## config.mk

```make
export PLATFORM = sky130hd
export DESIGN_NAME = banked_mem_reader
export DESIGN_NICKNAME = d
export VERILOG_FILES = /design/src/rtl/mem_rd_pkg.sv /design/src/rtl/mem_rd_rsp_fifo.sv /design/src/rtl/banked_mem_reader.sv
export SDC_FILE = /design/constraint.sdc
export NUM_CORES = 1
export LEC_CHECK = 0
export CAP_MARGIN = 20
export CORE_ASPECT_RATIO = 1.1
export CORE_MARGIN = 1.5
export CORE_UTILIZATION = 50
export CTS_BUF_LIST = sky130_fd_sc_hd__clkbuf_16
export CTS_CLUSTER_DIAMETER = 100
export DETAILED_ROUTE_END_ITERATION = 10
export PLACE_DENSITY = 0.84
export SLEW_MARGIN = 20
export SYNTH_ARGS = -nofsm -noshare
export SYNTH_HDL_FRONTEND = slang
export SYNTH_SLANG_ARGS = --single-unit
export TNS_END_PERCENT = 20
```

## constraint.sdc

```tcl
create_clock -name clk -period 5.05 [get_ports clk]
set_input_delay 0.7575 -clock clk [delete_from_list [all_inputs] [get_ports clk]]
set_output_delay 0.7575 -clock clk [all_outputs]
set_load 0.02 [all_outputs]
```

## src/rtl/mem_rd_pkg.sv

```systemverilog
// Shared constants, FSM encoding and bank-decode helper for the banked memory reader.
// Optional burst support in the top level is enabled with MEM_RD_BURST_EN.
package mem_rd_pkg;

    localparam int unsigned ADDR_W     = 10;
    localparam int unsigned DATA_W     = 8;
    localparam int unsigned BANKS      = 4;
    localparam int unsigned LEN_W      = 4;
    localparam int unsigned FIFO_DEPTH = 2;

    localparam int unsigned BANK_MSB   = 9;
    localparam int unsigned BANK_LSB   = 8;
    localparam int unsigned ROW_W      = BANK_LSB;

    localparam int unsigned CRED_W     = $clog2(FIFO_DEPTH + 1);

    localparam logic [0:0] IDLE  = 1'b0;
    localparam logic [0:0] ISSUE = 1'b1;

    function automatic logic [BANKS-1:0] bank_onehot(input logic [ADDR_W-1:0] addr);
        logic [BANKS-1:0] one;
        one = {{(BANKS-1){1'b0}}, 1'b1};
        return one << (addr >> BANK_LSB);
    endfunction

endpackage

```

## src/rtl/mem_rd_rsp_fifo.sv

```systemverilog
// Small synchronous FIFO holding {last, data} response beats; async active-low reset.
// Head output reads as zero while empty so the response bus is quiet when idle.
module mem_rd_rsp_fifo #(
    parameter int unsigned DEPTH = 2,
    parameter int unsigned WIDTH = 9
) (
    input  logic             clk,
    input  logic             rst_n,
    input  logic             push,
    input  logic [WIDTH-1:0] wdata,
    input  logic             pop,
    output logic [WIDTH-1:0] rdata,
    output logic             full,
    output logic             empty
);

    localparam int unsigned PTR_W = (DEPTH > 1) ? $clog2(DEPTH) : 1;
    localparam int unsigned CNT_W = $clog2(DEPTH + 1);

    logic [WIDTH-1:0] store [DEPTH];
    logic [PTR_W-1:0] wptr;
    logic [PTR_W-1:0] rptr;
    logic [CNT_W-1:0] count;
    logic             do_push;
    logic             do_pop;

    assign empty   = (count == '0);
    assign full    = (count == CNT_W'(DEPTH));
    assign do_pop  = pop && !empty;
    // A push into a full FIFO is only legal when the head leaves in the same cycle.
    assign do_push = push && (!full || do_pop);

    always_ff @(posedge clk or negedge rst_n) begin
        if (!rst_n) begin
            wptr  <= '0;
            rptr  <= '0;
            count <= '0;
        end else begin
            if (do_push) begin
                wptr <= (wptr == PTR_W'(DEPTH - 1)) ? '0 : wptr + 1'b1;
            end
            if (do_pop) begin
                rptr <= (rptr == PTR_W'(DEPTH - 1)) ? '0 : rptr + 1'b1;
            end
            count <= count + CNT_W'(do_push) - CNT_W'(do_pop);
        end
    end

    always_ff @(posedge clk) begin
        if (do_push) begin
            store[wptr] <= wdata;
        end
    end

    assign rdata = empty ? '0 : store[rptr];

endmodule

```

## src/rtl/banked_mem_reader.sv

```systemverilog
// Read front-end for the 4-bank memory: request FSM, credit-limited issue, 1-cycle capture
// and response FIFO. Define MEM_RD_BURST_EN to honour req_len as a burst length.
module banked_mem_reader
    import mem_rd_pkg::*;
(
    input  logic              clk,
    input  logic              rst_n,
    input  logic              req_valid,
    output logic              req_ready,
    input  logic [ADDR_W-1:0] req_addr,
    input  logic [LEN_W-1:0]  req_len,
    output logic              mem_ren,
    output logic [BANKS-1:0]  mem_bank,
    output logic [ROW_W-1:0]  mem_raddr,
    input  logic [DATA_W-1:0] mem_rdata,
    output logic              rsp_valid,
    input  logic              rsp_ready,
    output logic [DATA_W-1:0] rsp_data,
    output logic              rsp_last
);

    logic [0:0]        state;
    logic [0:0]        state_d;
    logic [ADDR_W-1:0] cur_addr;
    logic [CRED_W-1:0] credits;
    logic              cap_valid;
    logic              cap_last;

    logic              accept;
    logic              issue;
    logic              pop;
    logic              final_beat;
    logic              fifo_empty;
    logic              fifo_full_unused;
    logic [DATA_W:0]   fifo_rdata;

    assign req_ready = (state == IDLE);
    assign accept    = req_valid && req_ready;
    assign rsp_valid = !fifo_empty;
    assign pop       = rsp_valid && rsp_ready;

    // A pop this cycle frees a slot before the next capture, so it can fund an issue directly;
    // this keeps one beat per cycle with only two credits.
    assign issue = (state == ISSUE) && ((credits != '0) || pop);

`ifdef MEM_RD_BURST_EN
    logic [LEN_W-1:0] beats_left;

    assign final_beat = (beats_left == '0);

    always_ff @(posedge clk or negedge rst_n) begin
        if (!rst_n) begin
            beats_left <= '0;
        end else if (accept) begin
            beats_left <= req_len;
        end else if (issue) begin
            beats_left <= beats_left - 1'b1;
        end
    end
`else
    logic len_unused;

    assign len_unused = ^req_len;
    assign final_beat = 1'b1;
`endif

    always_comb begin
        state_d = state;
        case (state)
            IDLE: begin
                if (accept) begin
                    state_d = ISSUE;
                end
            end
            ISSUE: begin
                if (issue && final_beat) begin
                    state_d = IDLE;
                end
            end
            default: state_d = IDLE;
        endcase
    end

    always_ff @(posedge clk or negedge rst_n) begin
        if (!rst_n) begin
            state     <= IDLE;
            cur_addr  <= '0;
            credits   <= CRED_W'(FIFO_DEPTH);
            cap_valid <= 1'b0;
            cap_last  <= 1'b0;
        end else begin
            state <= state_d;
            if (accept) begin
                cur_addr <= req_addr;
            end else if (issue) begin
                cur_addr <= cur_addr + 1'b1;
            end
            credits   <= credits - CRED_W'(issue) + CRED_W'(pop);
            cap_valid <= issue;
            cap_last  <= issue && final_beat;
        end
    end

    assign mem_ren   = issue;
    assign mem_bank  = issue ? bank_onehot(cur_addr) : '0;
    assign mem_raddr = issue ? cur_addr[ROW_W-1:0] : '0;

    mem_rd_rsp_fifo #(
        .DEPTH (FIFO_DEPTH),
        .WIDTH (DATA_W + 1)
    ) u_rsp_fifo (
        .clk   (clk),
        .rst_n (rst_n),
        .push  (cap_valid),
        .wdata ({cap_last, mem_rdata}),
        .pop   (pop),
        .rdata (fifo_rdata),
        .full  (fifo_full_unused),
        .empty (fifo_empty)
    );

    assign rsp_data = fifo_rdata[DATA_W-1:0];
    assign rsp_last = fifo_rdata[DATA_W];

endmodule
```

==> flow_summary.ini <==
[yosys]
synthTopCellsByCount = 18 x edfxtp_1, 17 x dfrtp_1, 17 x nor2_1
ys.flop_type = edfxtp_1
synthArstFlopShare_pct = 50.0
syn-instance-count = 150
synth_most_common_cell = edfxtp_1
synthesis.nets = 181
yosys-top-cells-area = edfxtp_1 32%, dfrtp_1 25%, mux2i_1 5.3%
synth_area_um2 = 1710
synth_top_area_cell = edfxtp_1
synth_area_per_cell_um2 = 11.4
yosys.area.top_type_share_pct = 31.6
synth_edf_count = 18
synth_cell_types = 37
yosysWarnings = 0
ys_seq_area_share_pct = 58.0
ys_seq_elements = 36

[worst_hold_path]
worst_hold_path_type = flip-flop to flip-flop

[timing]
setup_viol = 0
setup_tns_ps = 0
rsz0062_at_grt = no
worst_slew_pin_slew_ps = 792
finalCriticalPeriod_ps = 3460
clock_skew_ps = 3.27
final_max_slew_viol_count = 0
max_freq_ghz = 0.289
finalHoldViolations = 0
maxSlewHeadroom_pct = 47.0
period_share_pct = 68.5

[setup_path]
end_kind = primary output
crit_slowest_cell = clkdlybuf4s50_1
critPathBufInv = 3
cp_max_fo = 16
crit_path_start_kind = input port
cp_cell_sequence = clkdlybuf4s50_1, o21a_4, o21ai_2, inv_2, and3_1, clkdlybuf4s50_1
path_common_cell = clkdlybuf4s50_1
critPathKind = input port to primary output
crit_arrival_ps = 2700
cpPeakStageDelay_ps = 530
worst-endpoint-required_ps = 4290
cpLargestDelayFamily = buffers and inverters

[routing]
drt_pass1_iterations = 4
final_antenna_net_count = 0
wirelength_um = 3420
wl_met2_um = 1820
drc = 0
dr.max_layer_used = met4
route.met3.wl_um = 199
via_per_inst = 5.41
drt_iter0_drc = 45
wl_met1_um = 1390
via_count = 1271
post_drt_wl_per_cell_um = 14.6

[run_status]
outcome = finished clean

[power]
p_sw_uw = 530
switching_share_pct = 35.9
p_seq_share_pct = 35.5
clkPwrFrac_pct = 23.3
cellInternalPower_uw = 945
ir_drop_v = 0.000323
power.density_nw_per_um2 = 625
combPwrFrac_pct = 41.3
p_leak_nw = 0.931

[clocking]
cts_max_path_buffers = 2
cts_tree = yes
post_cts_buffers = 0
cts_sinks = 36
htreeDepth = 2
cts_buffers = 5
clkLatencyLatePin_ps = 270
cts_root_buf = clkbuf_16
postCtsHoldBufs = 0
clkSlewWorstSetupHoldPaths_ps = 50
ctsResizeCount = 0

[floorplanning]
fp-row-count = 22
start_util_pct = 51.8
die_h_um = 64.4
coreArea_um2 = 3300
die-area_um2 = 3780
io-pin-count = 50
die_x_um = 58.8

[grt]
grt_max_degree = 19
overflow = 0
grt_pass1_wl_um = 5850
grtUsageTotal_pct = 20.7
grt_pass1_vias = 1273
antenna_found_initial = 0

[cells_and_area]
layout-area-overhead-vs-synth_pct = 37.8
nets = 229
antennaDiodeCount = 0
fin_cells = 235
drive_above_1_share_pct = 8.04
n_fill_cell = 239

[place]
hpwl_um = 2470
dp_cells = 227
port_buffers = 45
gp_congestion = 0.829

[flow_run]
maxCapViolCount = 0
## cells by family (layout without fill, tap and decap cells)
group | count (synthesis) | count (layout) | share of synthesized area, %
compound gates | 23 | 23 | 9.50
xor+xnor | 9 | 9 | 4.61
simple gates | 55 | 55 | 16.1
buf+inv | 13 | 62 | 2.92
mux | 9 | 9 | 5.26
fa+ha+maj | 5 | 5 | 3.65
flops | 36 | 36 | 58.0
## flip-flops by register name, indices dropped and copies added (netlist names)
name	count
cap_last	1
credits	2
cur_addr	10
state	1
u_rsp_fifo.count	2
u_rsp_fifo.rptr	1
u_rsp_fifo.store	18
u_rsp_fifo.wptr	1
## worst paths after layout
| kind | start | to | slack, ps | cells after the start |
|---|---|---|---|---|
| min | cap_last | u_rsp_fifo.store[1][8] | 490 | 0 |
| min reg2reg | cap_last | u_rsp_fifo.store[1][8] | 490 | 0 |
| min in group asynchronous | rst_n | cur_addr[2] | 940 | 1 |
| max in group asynchronous | rst_n | u_rsp_fifo.wptr | 3610 | 1 |
| max | rsp_ready | mem_bank[3] | 1590 | 6 |
| max reg2reg | credits[0] | credits[1] | 2830 | 8 |
## layout by cell type, fill, tap and decap left out, types with 3 or more instances in the layout
cell	Yosys	final
clkdlybuf4s50_1	0	45
clkbuf_16	0	5
ha_1	5	5
o21ai_0	6	6
nand2_1	13	13
mux2i_1	9	9
edfxtp_1	18	18
o31ai_1	3	3
dfrtp_1	17	17
a31oi_1	4	4
xnor2_1	9	9
nor2_1	17	17
inv_1	8	8
and2_1	9	9
## cell type report
class,count,area (um^2),share of cell area [%]
flip-flops and latches,36,992,42.1
multi-input cells,101,669,28.4
well taps,36,45.0,1.91
clock inverters,3,42.5,1.80
inverters,9,33.8,1.43
clock buffers,5,125,5.31
repair buffers,45,450,19.1
## layer usage
metal  global-route usage (%)  up-vias
li1                         -      622
met1                     24.2      602
met2                     36.1       43
met3                     5.67        4
met4                     6.25        0
met5                        0        -
## power by group through the flow
stage | clock network, mW | registers (mW) | logic (mW)
floorplan | 0 | 0.485 | 0.404
global placement | 0 | 0.517 | 0.589
detailed placement | 0 | 0.526 | 0.609
CTS | 0.350 | 0.522 | 0.616
global route | 0.366 | 0.539 | 0.667
finish | 0.343 | 0.523 | 0.608
## per-stage QoR
step	instance area, um^2	setup slack, ps	hold slack [ps]	power [mW]	util [%]
global placement	2190	1650	456	1.11	66.3
finish	2360	1590	491	1.47	71.4
global route	2360	1470	507	1.57	71.4
CTS	2360	1590	496	1.49	71.4
floorplan	1710	2600	442	0.889	-
detailed placement	2190	1620	485	1.13	66.3
(Power assumes the default switching activity.)
